**src/rtl/mem_pkg.sv**
```systemverilog
// Shared sizing and entry type for the store buffer and its match finder.
package mem_pkg;

    localparam int SB_DEPTH_DEF = 4;
    localparam int SB_ADDR_W    = 32;
    localparam int SB_DATA_W    = 32;
    localparam int SB_PTR_W     = $clog2(SB_DEPTH_DEF);

    typedef struct packed {
        logic [SB_ADDR_W-1:0] addr;
        logic [SB_DATA_W-1:0] data;
    } sb_entry_t;

endpackage

```
**src/rtl/sb_match.sv**
```systemverilog
// Youngest-match finder over the store buffer entries, scanning oldest to youngest.
// STORE_BUF_FWD_EN: when undefined only the hit flag is produced; hit_data_o is tied off.
module sb_match
    import mem_pkg::*;
#(
    parameter int DEPTH = SB_DEPTH_DEF,
    parameter int PTR_W = $clog2(DEPTH)
) (
    input  sb_entry_t             entries_i [DEPTH],
    input  logic [DEPTH-1:0]      valid_i,
    input  logic [PTR_W-1:0]      head_i,
    input  logic [SB_ADDR_W-1:0]  ld_addr_i,
    output logic                  hit_o,
    output logic [SB_DATA_W-1:0]  hit_data_o
);

    logic [PTR_W-1:0] idx;

    // Later (younger) matches overwrite earlier ones, so the youngest wins.
    always_comb begin
        hit_o      = 1'b0;
        hit_data_o = '0;
        idx        = head_i;
        for (int i = 0; i < DEPTH; i++) begin
            idx = head_i + PTR_W'(i);
            if (valid_i[idx] && (entries_i[idx].addr == ld_addr_i)) begin
                hit_o = 1'b1;
`ifdef STORE_BUF_FWD_EN
                hit_data_o = entries_i[idx].data;
`endif
            end
        end
    end

endmodule

```
**src/rtl/store_buffer.sv**
```systemverilog
// Word-granular store buffer: queues stores, drains them on an idle memory port, serves loads.
// STORE_BUF_FWD_EN: defined forwards hit loads; undefined stalls hit loads until the match drains.
module store_buffer
    import mem_pkg::*;
#(
    parameter int DEPTH  = SB_DEPTH_DEF,
    parameter int ADDR_W = SB_ADDR_W,
    parameter int DATA_W = SB_DATA_W
) (
    input  logic              clk_i,
    input  logic              reset_i,
    input  logic              st_valid_i,
    output logic              st_ready_o,
    input  logic [ADDR_W-1:0] st_addr_i,
    input  logic [DATA_W-1:0] st_data_i,
    input  logic              ld_valid_i,
    output logic              ld_ready_o,
    input  logic [ADDR_W-1:0] ld_addr_i,
    output logic              ld_rvalid_o,
    output logic [DATA_W-1:0] ld_rdata_o,
    input  logic              fence_req_i,
    output logic              fence_done_o,
    output logic              MemWrite_o,
    output logic              MemRead_o,
    output logic [ADDR_W-1:0] direccion_o,
    output logic [DATA_W-1:0] escritura_datos_o,
    input  logic [DATA_W-1:0] leer_datos_i
);

    localparam int PTR_W = $clog2(DEPTH);
    localparam int CNT_W = PTR_W + 1;

    sb_entry_t         entries_q [DEPTH];
    logic [PTR_W-1:0]  head_q, head_d;
    logic [PTR_W-1:0]  tail_q, tail_d;
    logic [CNT_W-1:0]  count_q, count_d;
    logic              ld_rvalid_q, ld_rvalid_d;
    logic [DATA_W-1:0] ld_rdata_q, ld_rdata_d;

    logic [DEPTH-1:0]  valid;
    logic              hit;
    logic [DATA_W-1:0] hit_data;
    logic              full, empty, drain_pri;
    logic              push, pop, ld_fire, ld_port;

    always_comb begin
        valid = '0;
        for (int s = 0; s < DEPTH; s++) begin
            valid[s] = CNT_W'(PTR_W'(s) - head_q) < count_q;
        end
    end

    sb_match #(
        .DEPTH (DEPTH),
        .PTR_W (PTR_W)
    ) u_match (
        .entries_i  (entries_q),
        .valid_i    (valid),
        .head_i     (head_q),
        .ld_addr_i  (ld_addr_i),
        .hit_o      (hit),
        .hit_data_o (hit_data)
    );

    always_comb begin
        full      = (count_q == CNT_W'(DEPTH));
        empty     = (count_q == '0);
        // A full buffer or a pending fence hands the port to the drain.
        drain_pri = full || fence_req_i;
`ifdef STORE_BUF_FWD_EN
        ld_ready_o = hit || !(drain_pri && !empty);
`else
        ld_ready_o = !hit && !(drain_pri && !empty);
`endif
        ld_fire    = ld_valid_i && ld_ready_o;
        ld_port    = ld_fire && !hit;
        pop        = !empty && !ld_port;
        st_ready_o = !full && !fence_req_i;
        push       = st_valid_i && st_ready_o;

        MemWrite_o        = pop && !reset_i;
        MemRead_o         = ld_port && !reset_i;
        direccion_o       = '0;
        escritura_datos_o = '0;
        if (MemRead_o) begin
            direccion_o = ld_addr_i;
        end else if (MemWrite_o) begin
            direccion_o       = entries_q[head_q].addr;
            escritura_datos_o = entries_q[head_q].data;
        end

        head_d  = pop  ? head_q + PTR_W'(1) : head_q;
        tail_d  = push ? tail_q + PTR_W'(1) : tail_q;
        count_d = count_q + CNT_W'(push) - CNT_W'(pop);

        ld_rvalid_d = ld_fire;
        ld_rdata_d  = ld_rdata_q;
        if (ld_fire) begin
`ifdef STORE_BUF_FWD_EN
            ld_rdata_d = hit ? hit_data : leer_datos_i;
`else
            ld_rdata_d = leer_datos_i;
`endif
        end

        fence_done_o = fence_req_i && empty;
    end

    always_ff @(posedge clk_i) begin
        if (reset_i) begin
            head_q      <= '0;
            tail_q      <= '0;
            count_q     <= '0;
            ld_rvalid_q <= 1'b0;
            ld_rdata_q  <= '0;
        end else begin
            head_q      <= head_d;
            tail_q      <= tail_d;
            count_q     <= count_d;
            ld_rvalid_q <= ld_rvalid_d;
            ld_rdata_q  <= ld_rdata_d;
        end
    end

    // Entry storage needs no reset; the count alone decides what is live.
    always_ff @(posedge clk_i) begin
        if (push) begin
            entries_q[tail_q] <= '{addr: st_addr_i, data: st_data_i};
        end
    end

    assign ld_rvalid_o = ld_rvalid_q;
    assign ld_rdata_o  = ld_rdata_q;

endmodule

```
**config.mk**
```make
export PLATFORM = sky130hd
export DESIGN_NAME = store_buffer
export DESIGN_NICKNAME = d
export VERILOG_FILES = /design/src/rtl/mem_pkg.sv /design/src/rtl/sb_match.sv /design/src/rtl/store_buffer.sv
export SDC_FILE = /design/constraint.sdc
export NUM_CORES = 1
export LEC_CHECK = 0
export ABC_AREA = 1
export BUFFER_PORTS_ARGS = -buffer_cell sky130_fd_sc_hd__clkbuf_2
export CAP_MARGIN = 20
export CORE_UTILIZATION = 37
export DETAILED_ROUTE_END_ITERATION = 10
export SYNTH_ARGS = -nofsm -noshare
export SYNTH_HDL_FRONTEND = slang
export SYNTH_SLANG_ARGS = --single-unit
```
**constraint.sdc**
```tcl
create_clock -name clk_i -period 5.25 [get_ports clk_i]
set_input_delay 0 -clock clk_i [delete_from_list [all_inputs] [get_ports clk_i]]
set_output_delay 0 -clock clk_i [all_outputs]
set_load 0.1 [all_outputs]
```
==> run metrics <==
status completed; Pre-antenna DRT Iters 6; Clk network pwr share 0.189; slowest cell on the critical path nor2_4; CTS Buf Count 36; Setup Skew 34.9 ps; Setup Slack @ Placement 797 ps; Final period util 0.936; Synth Flop Type edfxtp_1; die height 213 um; #FFs+latches synth roughly 300; share of layout cells above drive strength 1 0.134; Overflow after GRT 0; drc violations 0; CP startpoint kind flip-flop; # fillers 4139; Slew HR 0.271; FF+latch area 0.00849 sq mm; minimum clock period 4910 ps; DRT iter0 DRCs ~1300; Syn Inst Count 2094; P_int 6.35 mW; sequential share of power 0.220; Fmax 203 MHz; Seq/Total Area, Yosys 0.515; Final Hold Viols 0; WP data required roughly 5300 ps; cell area after synthesis 0.0165 sq mm; Tightest Pin Transition 1090 ps; switching share of total power 0.506; Max H-tree Level 2; clock buffer depth 3; Max Slew Vio Count 0; drt total wl 51400 um; Clk pin slew, worst setup/hold paths 60 ps; root cell of the clock tree clkbuf_16; Initial Util 0.379; I/O pin cnt 235; Final Worst Setup Slack 336 ps; Cell Chain, Critical Path inv_4 > ha_2 > inv_4 > buf_4 > nand3_1 > nand2_1 > xor2_1 > nor2_1 > nand2_1 > nor2_1 > nand2_1 > nor2_1 > nor2_1 > nand3_4 > nor2_4 > nand2_1 > nand2_1 > buf_12; post-route core utilization 0.490; pwr/cell area between 600 and 700 mW/mm^2; critical path capture point type output pin; Worst Hold Launch st_valid_i; row cnt 76; aggregate global-route resource usage 0.226; die area 0.0454 sq mm; hpwl dp about 34000 um; synth unique cells 28; max-cap viol count 0; number of global-route vias before repair 14500; CTS sink count between 200 and 300; Final setup viols 0; Area after DPL 0.0192 sq mm; CP endpoint direccion_o[1]; unrepaired setup endpoints after global routing no; peak supply drop between 0.0004 and 0.0005 V; first-pass GRT wire length 78700 um; largest net degree at the start of global routing ~200; worst skew pair latency slightly below 600 ps; WL/cell 17.2 um; RR Startpoint head_q[1]; die width 213 um; worst reg2reg path depth 24; Syn-to-layout area delta 29.3%; gpl congestion 0.867; final instance area around 0.021 sq mm; Worst Hold Slack 124 ps; worst-path fanout max 33; Antenna Nets Post-Route 0; nets 2524; top cells by area, synth edfxtp_1, nand2_1, nand3_1; multi-input logic area around 0.007 sq mm; Synth area leader edfxtp_1; setup TNS 0 ps; Core ar. between 0.04 and 0.05 sq mm; initial antenna violation count 4; Worst path most repeated cell nand2_1; P_leak between 9 and 10 nW; async set or reset register ratio after synthesis 0; synth warn 0; Syn Nets 2243; Critical path origin head_q[1]; Crit path depth 18; delay-heaviest family, CP simple AND/OR/NAND/NOR gates; terminus of the critical flop-to-flop path count_q[2]; Arr. time, crit path 4910 ps; sw power 6.50 mW; via count roughly 15000; EDFF count, synth approximately 260; combinational share of power 0.591; CTS tree yes; Port Buffers between 200 and 250; slowest stage delay, CP approximately 980 ps; top cell type's share of synthesized area 0.466; worst hold path class in -> reg; CP Class reg -> out; WP buf/inv 4; vias per inst 5.17; R2R Setup Slk between 800 and 900 ps; Mean Syn Cell Area approximately 7.9 sq um
[per-stage QoR]
step / instances / power [mW]
2_1_floorplan: 2094 / 8.22
3_3_place_gp: 2825 / 10.3
3_5_place_dp: 2825 / 10.3
4_1_cts: 2982 / 12.9
5_1_grt: 2985 / 13.6
6_report: 2985 / 12.9
[cell type report]
| cell class | count | area share |
|---|---|---|
| Sequential cell | 296 | 0.398 |
| Multi-Input combinational cell | 1552 | 0.331 |
| Timing Repair Buffer | 351 | 0.157 |
| Clock buffer | 43 | 0.0451 |
| Tap cell | 585 | 0.0343 |
| Inverter | 138 | 0.0248 |
| Clock inverter | 17 | 0.00898 |
| Antenna cell | 3 | 0.000352 |
[Yosys cell counts, drive strengths merged, types with 4 or more instances]
cell type  instances
a32o              32
edfxtp           256
xor2              38
nand3            351
o21ai             17
clkbuf            44
o2111ai            4
ha                15
dfxtp             40
nor2             167
nand4             35
a21oi             41
inv              137
nand2            846
buf               64
[cell families (layout without fill, tap and decap cells)]
family,count (synthesis),after routing,share of synthesized area
simple gates,1401,1401,0.352
flops,296,296,0.515
buf+inv,246,549,0.0603
compound gates,97,97,0.0405
xor+xnor,38,38,0.0202
fa+ha+maj,16,16,0.0126
other cells,0,3,0
[power by group through the flow]
stage | logic (mW) | clock network, mW | registers [mW]
6_report | 7.59 | 2.43 | 2.83
5_1_grt | 8.22 | 2.57 | 2.85
4_1_cts | 7.55 | 2.49 | 2.83
3_5_place_dp | 7.47 | 0 | 2.88
3_3_place_gp | 7.40 | 0 | 2.87
2_1_floorplan | 4.85 | 0 | 3.37
[worst min path at each step]
stage,to,slack (ps),cells after the start
floorplan,count_q[1],70,1
global placement,entries_q[187],220,1
detailed placement,entries_q[59],220,1
CTS,tail_q[0],100,3
global route,tail_q[0],130,3
finish,tail_q[0],120,3
[repair_timing]
action | CTS | global route
endpoints found under the hold margin | 291 | 0
setup buffers | 0 | 0
resized for setup | 0 | 3
setup endpoints to repair | 0 | 14
hold buffers | 97 | 0
[sequential cells by signal (all words and copies together) (netlist names)]
signal	cells
entries_q	256
count_q	3
ld_rdata_o	32
head_q	2
ld_rvalid_o	1
tail_q	2
[metal layers]
layer  track usage  vias up  share of wire
met5             0        -        0.00025
met4        0.0888        2          0.027
met3        0.0438       90          0.083
met2         0.369      679           0.47
met1         0.294     7128           0.42
li1              -     7534              -
[worst reg2reg max path: stages, from the launching register on]
cell and delay [ps]:
dfxtp_2 330, inv_4 220, ha_2 380, inv_4 200, buf_4 270, nand3_1 100, nand2_1 80, xor2_1 330
nor2_1 90, nand2_1 70, nor2_1 40, nand2_1 50, nor2_1 60, nor2_1 180, nand3_4 400, nand2_1 200
inv_2 60, ha_1 260, inv_1 60, ha_1 120, inv_1 50, fa_1 370, xor2_1 160, o21ai_0 150
a21oi_1 50
[cells in the final DEF (no fill, tap or decap), types with 6 or more instances in the layout]
cell type	netlist	layout
o21ai_0	16	16
clkinv_2	0	6
edfxtp_1	256	256
nor2_1	166	162
a32o_1	32	32
nand4_1	35	35
clkbuf_2	0	167
ha_1	15	14
nand3_1	350	350
a21oi_1	41	41
clkbuf_16	0	36
buf_4	3	16
buf_12	0	70
nand2_1	845	845
dfxtp_1	40	38
dlygate4sd3_1	0	97
inv_1	133	133
xor2_1	38	38
No activity file was read; power rests on OpenSTA's default activity.
